--- config.mk ---
export PLATFORM = sky130hd
export DESIGN_NAME = nwc_stage_agu
export DESIGN_NICKNAME = d
export VERILOG_FILES = /design/src/rtl/nwc_stage_agu.sv
export SDC_FILE = /design/constraint.sdc
export NUM_CORES = 1
export LEC_CHECK = 0
export CORE_MARGIN = 5
export CORE_UTILIZATION = 50
export CTS_BUF_LIST = sky130_fd_sc_hd__clkbuf_8
export DETAILED_ROUTE_END_ITERATION = 8
export GPL_TIMING_DRIVEN = 1
export PLACE_DENSITY = 0.77
export SLEW_MARGIN = 15
export SYNTH_ARGS = -nofsm -noshare
export SYNTH_HDL_FRONTEND = slang
export SYNTH_SLANG_ARGS = --single-unit
--- constraint.sdc ---
create_clock -name clk -period 4.4 [get_ports clk]
set_clock_uncertainty 0.2 [all_clocks]
set_input_delay 1.1 -clock clk [delete_from_list [all_inputs] [get_ports clk]]
set_output_delay 1.1 -clock clk [all_outputs]
set_load 0.05 [all_outputs]
--- src/rtl/nwc_stage_agu.sv ---
// Address/control sequencer for one in-place radix-2 negacyclic NTT stage.
// Issues butterfly read pairs and delays them to produce write-back strobes.
module nwc_stage_agu #(
  parameter int N      = 16,
  parameter int LOG_N  = $clog2(N),
  parameter int RD_LAT = 1,
  parameter int BU_LAT = 2,
  // one extra bit so an out-of-range stage can be requested and flagged
  localparam int SW    = $clog2(LOG_N) + 1
) (
  input  logic             clk,
  input  logic             rst,
  input  logic             start,
  input  logic [SW-1:0]    stage,
  output logic             busy,
  output logic             done,
  output logic             err,
  output logic             rd_en,
  output logic [LOG_N-1:0] rd_addr_a,
  output logic [LOG_N-1:0] rd_addr_b,
  output logic [LOG_N-1:0] tw_addr,
  output logic             wr_en,
  output logic [LOG_N-1:0] wr_addr_a,
  output logic [LOG_N-1:0] wr_addr_b
);

  localparam int L  = RD_LAT + BU_LAT;
  localparam int PW = 2 * LOG_N + 1;
  localparam logic [LOG_N-1:0] HALF = LOG_N'(N / 2);

  typedef enum logic [1:0] {
    IDLE  = 2'd0,
    ISSUE = 2'd1,
    DRAIN = 2'd2
  } state_t;

  state_t state_q, state_d;
  logic [SW-1:0]    s_q, s_d;
  logic [LOG_N-1:0] k_q, k_d;
  logic             busy_q, busy_d;
  logic             done_q, done_d;
  logic             err_q, err_d;
  logic             rd_en_q, rd_en_d;
  logic [LOG_N-1:0] ra_q, ra_d;
  logic [LOG_N-1:0] rb_q, rb_d;
  logic [LOG_N-1:0] tw_q, tw_d;
  logic [PW-1:0]    pipe_q [L];
  logic [PW-1:0]    pipe_d [L];

  logic             go, bad, drained, issue;
  logic [SW-1:0]    s_sel;
  logic [LOG_N-1:0] k_sel, t_v, i_v, off_v, a_v;
  int               sh;

  always_ff @(posedge clk) begin
    if (rst) begin
      state_q <= IDLE;
      s_q     <= '0;
      k_q     <= '0;
      busy_q  <= 1'b0;
      done_q  <= 1'b0;
      err_q   <= 1'b0;
      rd_en_q <= 1'b0;
      ra_q    <= '0;
      rb_q    <= '0;
      tw_q    <= '0;
      for (int j = 0; j < L; j++) pipe_q[j] <= '0;
    end else begin
      state_q <= state_d;
      s_q     <= s_d;
      k_q     <= k_d;
      busy_q  <= busy_d;
      done_q  <= done_d;
      err_q   <= err_d;
      rd_en_q <= rd_en_d;
      ra_q    <= ra_d;
      rb_q    <= rb_d;
      tw_q    <= tw_d;
      for (int j = 0; j < L; j++) pipe_q[j] <= pipe_d[j];
    end
  end

  // only the final pipeline slot may still hold a write when we leave DRAIN
  always_comb begin
    drained = 1'b1;
    for (int j = 0; j < L - 1; j++)
      if (pipe_q[j][PW-1]) drained = 1'b0;
  end

  always_comb begin
    state_d = state_q;
    s_d     = s_q;
    k_d     = k_q;
    go      = 1'b0;
    bad     = 1'b0;
    unique case (state_q)
      IDLE: begin
        if (start) begin
          if (int'(stage) < LOG_N) begin
            go      = 1'b1;
            s_d     = stage;
            k_d     = LOG_N'(1);
            state_d = ISSUE;
          end else begin
            bad = 1'b1;
          end
        end
      end
      ISSUE: begin
        if (k_q == HALF) state_d = DRAIN;
        else k_d = k_q + LOG_N'(1);
      end
      DRAIN: begin
        if (drained) state_d = IDLE;
      end
      default: state_d = IDLE;
    endcase
  end

  always_comb begin
    s_sel   = go ? stage : s_q;
    k_sel   = go ? '0 : k_q;
    sh      = LOG_N - 1 - int'(s_sel);
    t_v     = LOG_N'(1) << sh;
    i_v     = k_sel >> sh;
    off_v   = k_sel & (t_v - LOG_N'(1));
    a_v     = (i_v << (sh + 1)) | off_v;
    issue   = go | (state_q == ISSUE && k_q != HALF);
    rd_en_d = issue;
    ra_d    = issue ? a_v : '0;
    rb_d    = issue ? a_v + t_v : '0;
    tw_d    = issue ? (LOG_N'(1) << s_sel) + i_v : '0;
    busy_d  = state_d != IDLE;
    done_d  = state_q == DRAIN && drained;
    err_d   = bad;
    pipe_d[0] = {rd_en_q, ra_q, rb_q};
    for (int j = 1; j < L; j++) pipe_d[j] = pipe_q[j-1];
  end

  assign busy      = busy_q;
  assign done      = done_q;
  assign err       = err_q;
  assign rd_en     = rd_en_q;
  assign rd_addr_a = ra_q;
  assign rd_addr_b = rb_q;
  assign tw_addr   = tw_q;
  assign wr_en     = pipe_q[L-1][PW-1];
  assign wr_addr_a = pipe_q[L-1][2*LOG_N-1:LOG_N];
  assign wr_addr_b = pipe_q[L-1][LOG_N-1:0];

endmodule

==> metrics <==
Worst Path Max Fanout=3; number of global-route vias before repair=1605; area of the multi-input gates=between 0.001 and 0.0015 mm2; pin count of the biggest net entering global routing=39; period utilization=0.958; clk_lat worst skew=0.30 ns; WL/cell=12.6 um; min Tclk post-route=4.21 ns; Final setup viols=0; register area=0.00104 mm2; Synth area leader=dfxtp_1; cell class contributing the biggest share of worst-path delay=simple AND/OR/NAND/NOR gates; TritonCTS clock tree=built; worst hold path type=reg2reg; P&R area growth vs syn=24.0%; unrepaired setup endpoints after global routing=false; Post-synth EDFFs=0; routability cong.=0.897; Most Used Layer, Global Route=met2; Main synth FF type=dfxtp_1; clock buffer depth=2; MaxCap Viol Count=0; Final Slew Violations=0; Critical Path Max Stage Delay=0.60 ns; Clock Pin Slew Worst Setup and Hold Paths=0.09 ns; Die Y=77.8 um; Worst-Margin Slew=0.774 ns; pwr/cell area=313 mW/mm2; Nets=304; Initial Utilization=0.521; Remaining Overflow, GRT=0; Placement Setup Slack=-0.523 ns; Core Box Area=0.00441 mm2; Worst setup SP type=input port; Post-Route WL=roughly 4200 um; M1 GR Usage=0.190; Arr. time, crit path=4.24 ns; syn nets=263; Buf/Inv on CP=2; die area=just over 0.006 mm2; Avg Vias per Cell=4.98; clock sink total=52; number of nets with antenna violations after detailed routing=0; WS Path Type=in2reg; WP data required=4.43 ns; final hold slack=0.242 ns; sequential area share after synthesis=0.452; via count=1664; setup ws final=between 0.15 and 0.2 ns; Yosys cell types=46; Total GRT Usage=0.145; Achievable Freq=0.237 GHz; ys async rst share=0; n_diodes=0; Final Hold Vio Count=0; Starting DRT DRC Count=57; crit end category=register; Die X=77.8 um; row count=24; share of layout cells above drive strength 1=0.160; Hold-fix buffers, CTS=0; DR pass1 iterations=5; CTS root buf=clkbuf_8; Leak=around 1.2 nW; Syn Inst Count=240; met2 Usage GRT=0.239; Port Buffer Count=30; first-pass GRT wire length=7340 um; Rel. slew slack=0.483; Synth area leaders=dfxtp_1 45%, ha_1 8.2%, nor2b_1 7.9%, nor2_1 3.6%, and2_1 3.3%; mapped cell area=0.00230 mm2; initial antenna violation count=0; fill count=406; met3 Usage GRT=0.0301; Post-DP HPWL=between 3000 and 4000 um; outcome=complete, no violations; worst path cell trace=clkdlybuf4s15_1 > or4b_4 > nand2_2 > and2_4 > ha_2 > inv_1 > ha_1 > nand2b_1 > nor3_2 > and2_4 > a221o_1 > ha_1 > a21oi_2 > xor2_1 > or2_2 > mux2i_1; Num CTS Buffers=5; Worst VDD drop=0.142 mV; drt drc=0; H-tree level count=2; Critical Path Slowest Stage Cell=or4b_4; post-synth top area share=0.452; io pins=31; Avg Inst Size Synth=9.59 um2; Yosys reg bits=52; Synthesis Warnings=0
where the power goes:
group          switching (W)  leakage [nW]  internal [W]
clock network       0.000159        0.0463      0.000117
logic              0.0000712         0.779     0.0000559
registers         0.00000942         0.421      0.000481
total               0.000240          1.25      0.000654
kinds of logic after synthesis:
| logic type | Yosys count | share of synthesized area |
|---|---|---|
| muxes | 7 | 0.0364 |
| AOI/OAI and AO/OA | 22 | 0.0658 |
| adders and majority gates | 17 | 0.0990 |
| buffers and inverters | 29 | 0.0647 |
| and+or+nand+nor | 106 | 0.255 |
| DFF | 52 | 0.452 |
| xor gates and xnor gates | 7 | 0.0266 |
timing repair:
action	4_1_cts	5_1_grt
pin swaps	4	5
endpoints found under the hold margin	0	0
buffers inserted	1	0
gates resized for setup	7	4
setup endpoints to repair	2	1
placed cells by master (no fill, tap or decap), types with 3 or more instances in the layout:
cell	instances
nor3_1	6
inv_1	10
nor2_1	22
a21oi_1	5
and2_1	10
a21o_1	3
xor2_1	5
clkbuf_8	5
nor2b_1	29
dfxtp_1	52
nand2_1	16
nand2b_1	3
mux2i_1	5
clkdlybuf4s50_1	28
ha_1	14
buf_4	21
worst reg2reg max path: cells and delay by family (launching register included):
kind / cells / cell delay [ns]
mux: 1 / 0.11
fa+ha+maj: 3 / 0.75
simple gates: 7 / 1.45
buf+inv: 1 / 0.04
flops: 1 / 0.38
compound gates: 2 / 0.48
xor+xnor: 1 / 0.09
metal layers:
metal | share of wire | up-vias
li1 | - | 856
met4 | 0.017 | 0
met3 | 0.051 | 8
met1 | 0.45 | 766
met5 | 0 | -
met2 | 0.48 | 34
synth_stat cells, types with 2 or more instances:
library cell  count
nor3_1            7
clkbuf_1          6
dfxtp_1          52
nor2b_1          29
nor2_1           22
nand2b_1          3
xor2_1            5
buf_4             9
inv_1            10
a21o_1            3
mux2i_1           5
nand2_1          17
nand2_4           2
a21oi_1           7
and3_1            2
o21bai_1          2
nor4_1            2
and2_1           12
nor3b_1           2
ha_1             15
xnor2_1           2
fa_1              2
cell type report:
| type | instances | area share |
|---|---|---|
| Clock buffer | 5 | 0.0241 |
| Clock inverter | 3 | 0.00964 |
| Inverter | 12 | 0.0175 |
| Multi-Input combinational cell | 159 | 0.401 |
| Sequential cell | 52 | 0.365 |
| Tap cell | 52 | 0.0228 |
| Timing Repair Buffer | 51 | 0.160 |
worst paths after layout:
path / start / endpoint / cells past startpoint / slack, ns
min reg2reg: pipe_q[0][15] / pipe_q[0][24] / 1 / 0.24
max: stage[2] / rd_addr_b[3] / 16 / 0.19
min: pipe_q[0][15] / pipe_q[0][24] / 1 / 0.24
max reg2reg: state_q[1] / rd_addr_b[3] / 15 / 0.83
flip-flops by register name, indices dropped and copies added, names as in the netlist:
signal / flops
k_q: 4
rd_addr_b: 4
s_q: 3
err: 1
rd_en: 1
done: 1
state_q: 2
pipe_q: 27
tw_addr: 4
rd_addr_a: 4
busy: 1
per-stage QoR:
stage	instances	utilization	cell area, um2	TNS [ns]	total power (W)
after global placement	325	0.616	2720	-1.00	0.000623
after detailed placement	325	0.616	2720	-1.11	0.000625
after CTS	334	0.643	2840	0	0.000899
after floorplan	240	-	2300	0	0.000580
after global routing	334	0.647	2850	0	0.000940
final	334	0.647	2850	0	0.000894
Note: power is estimated with default switching activity, not from simulation.
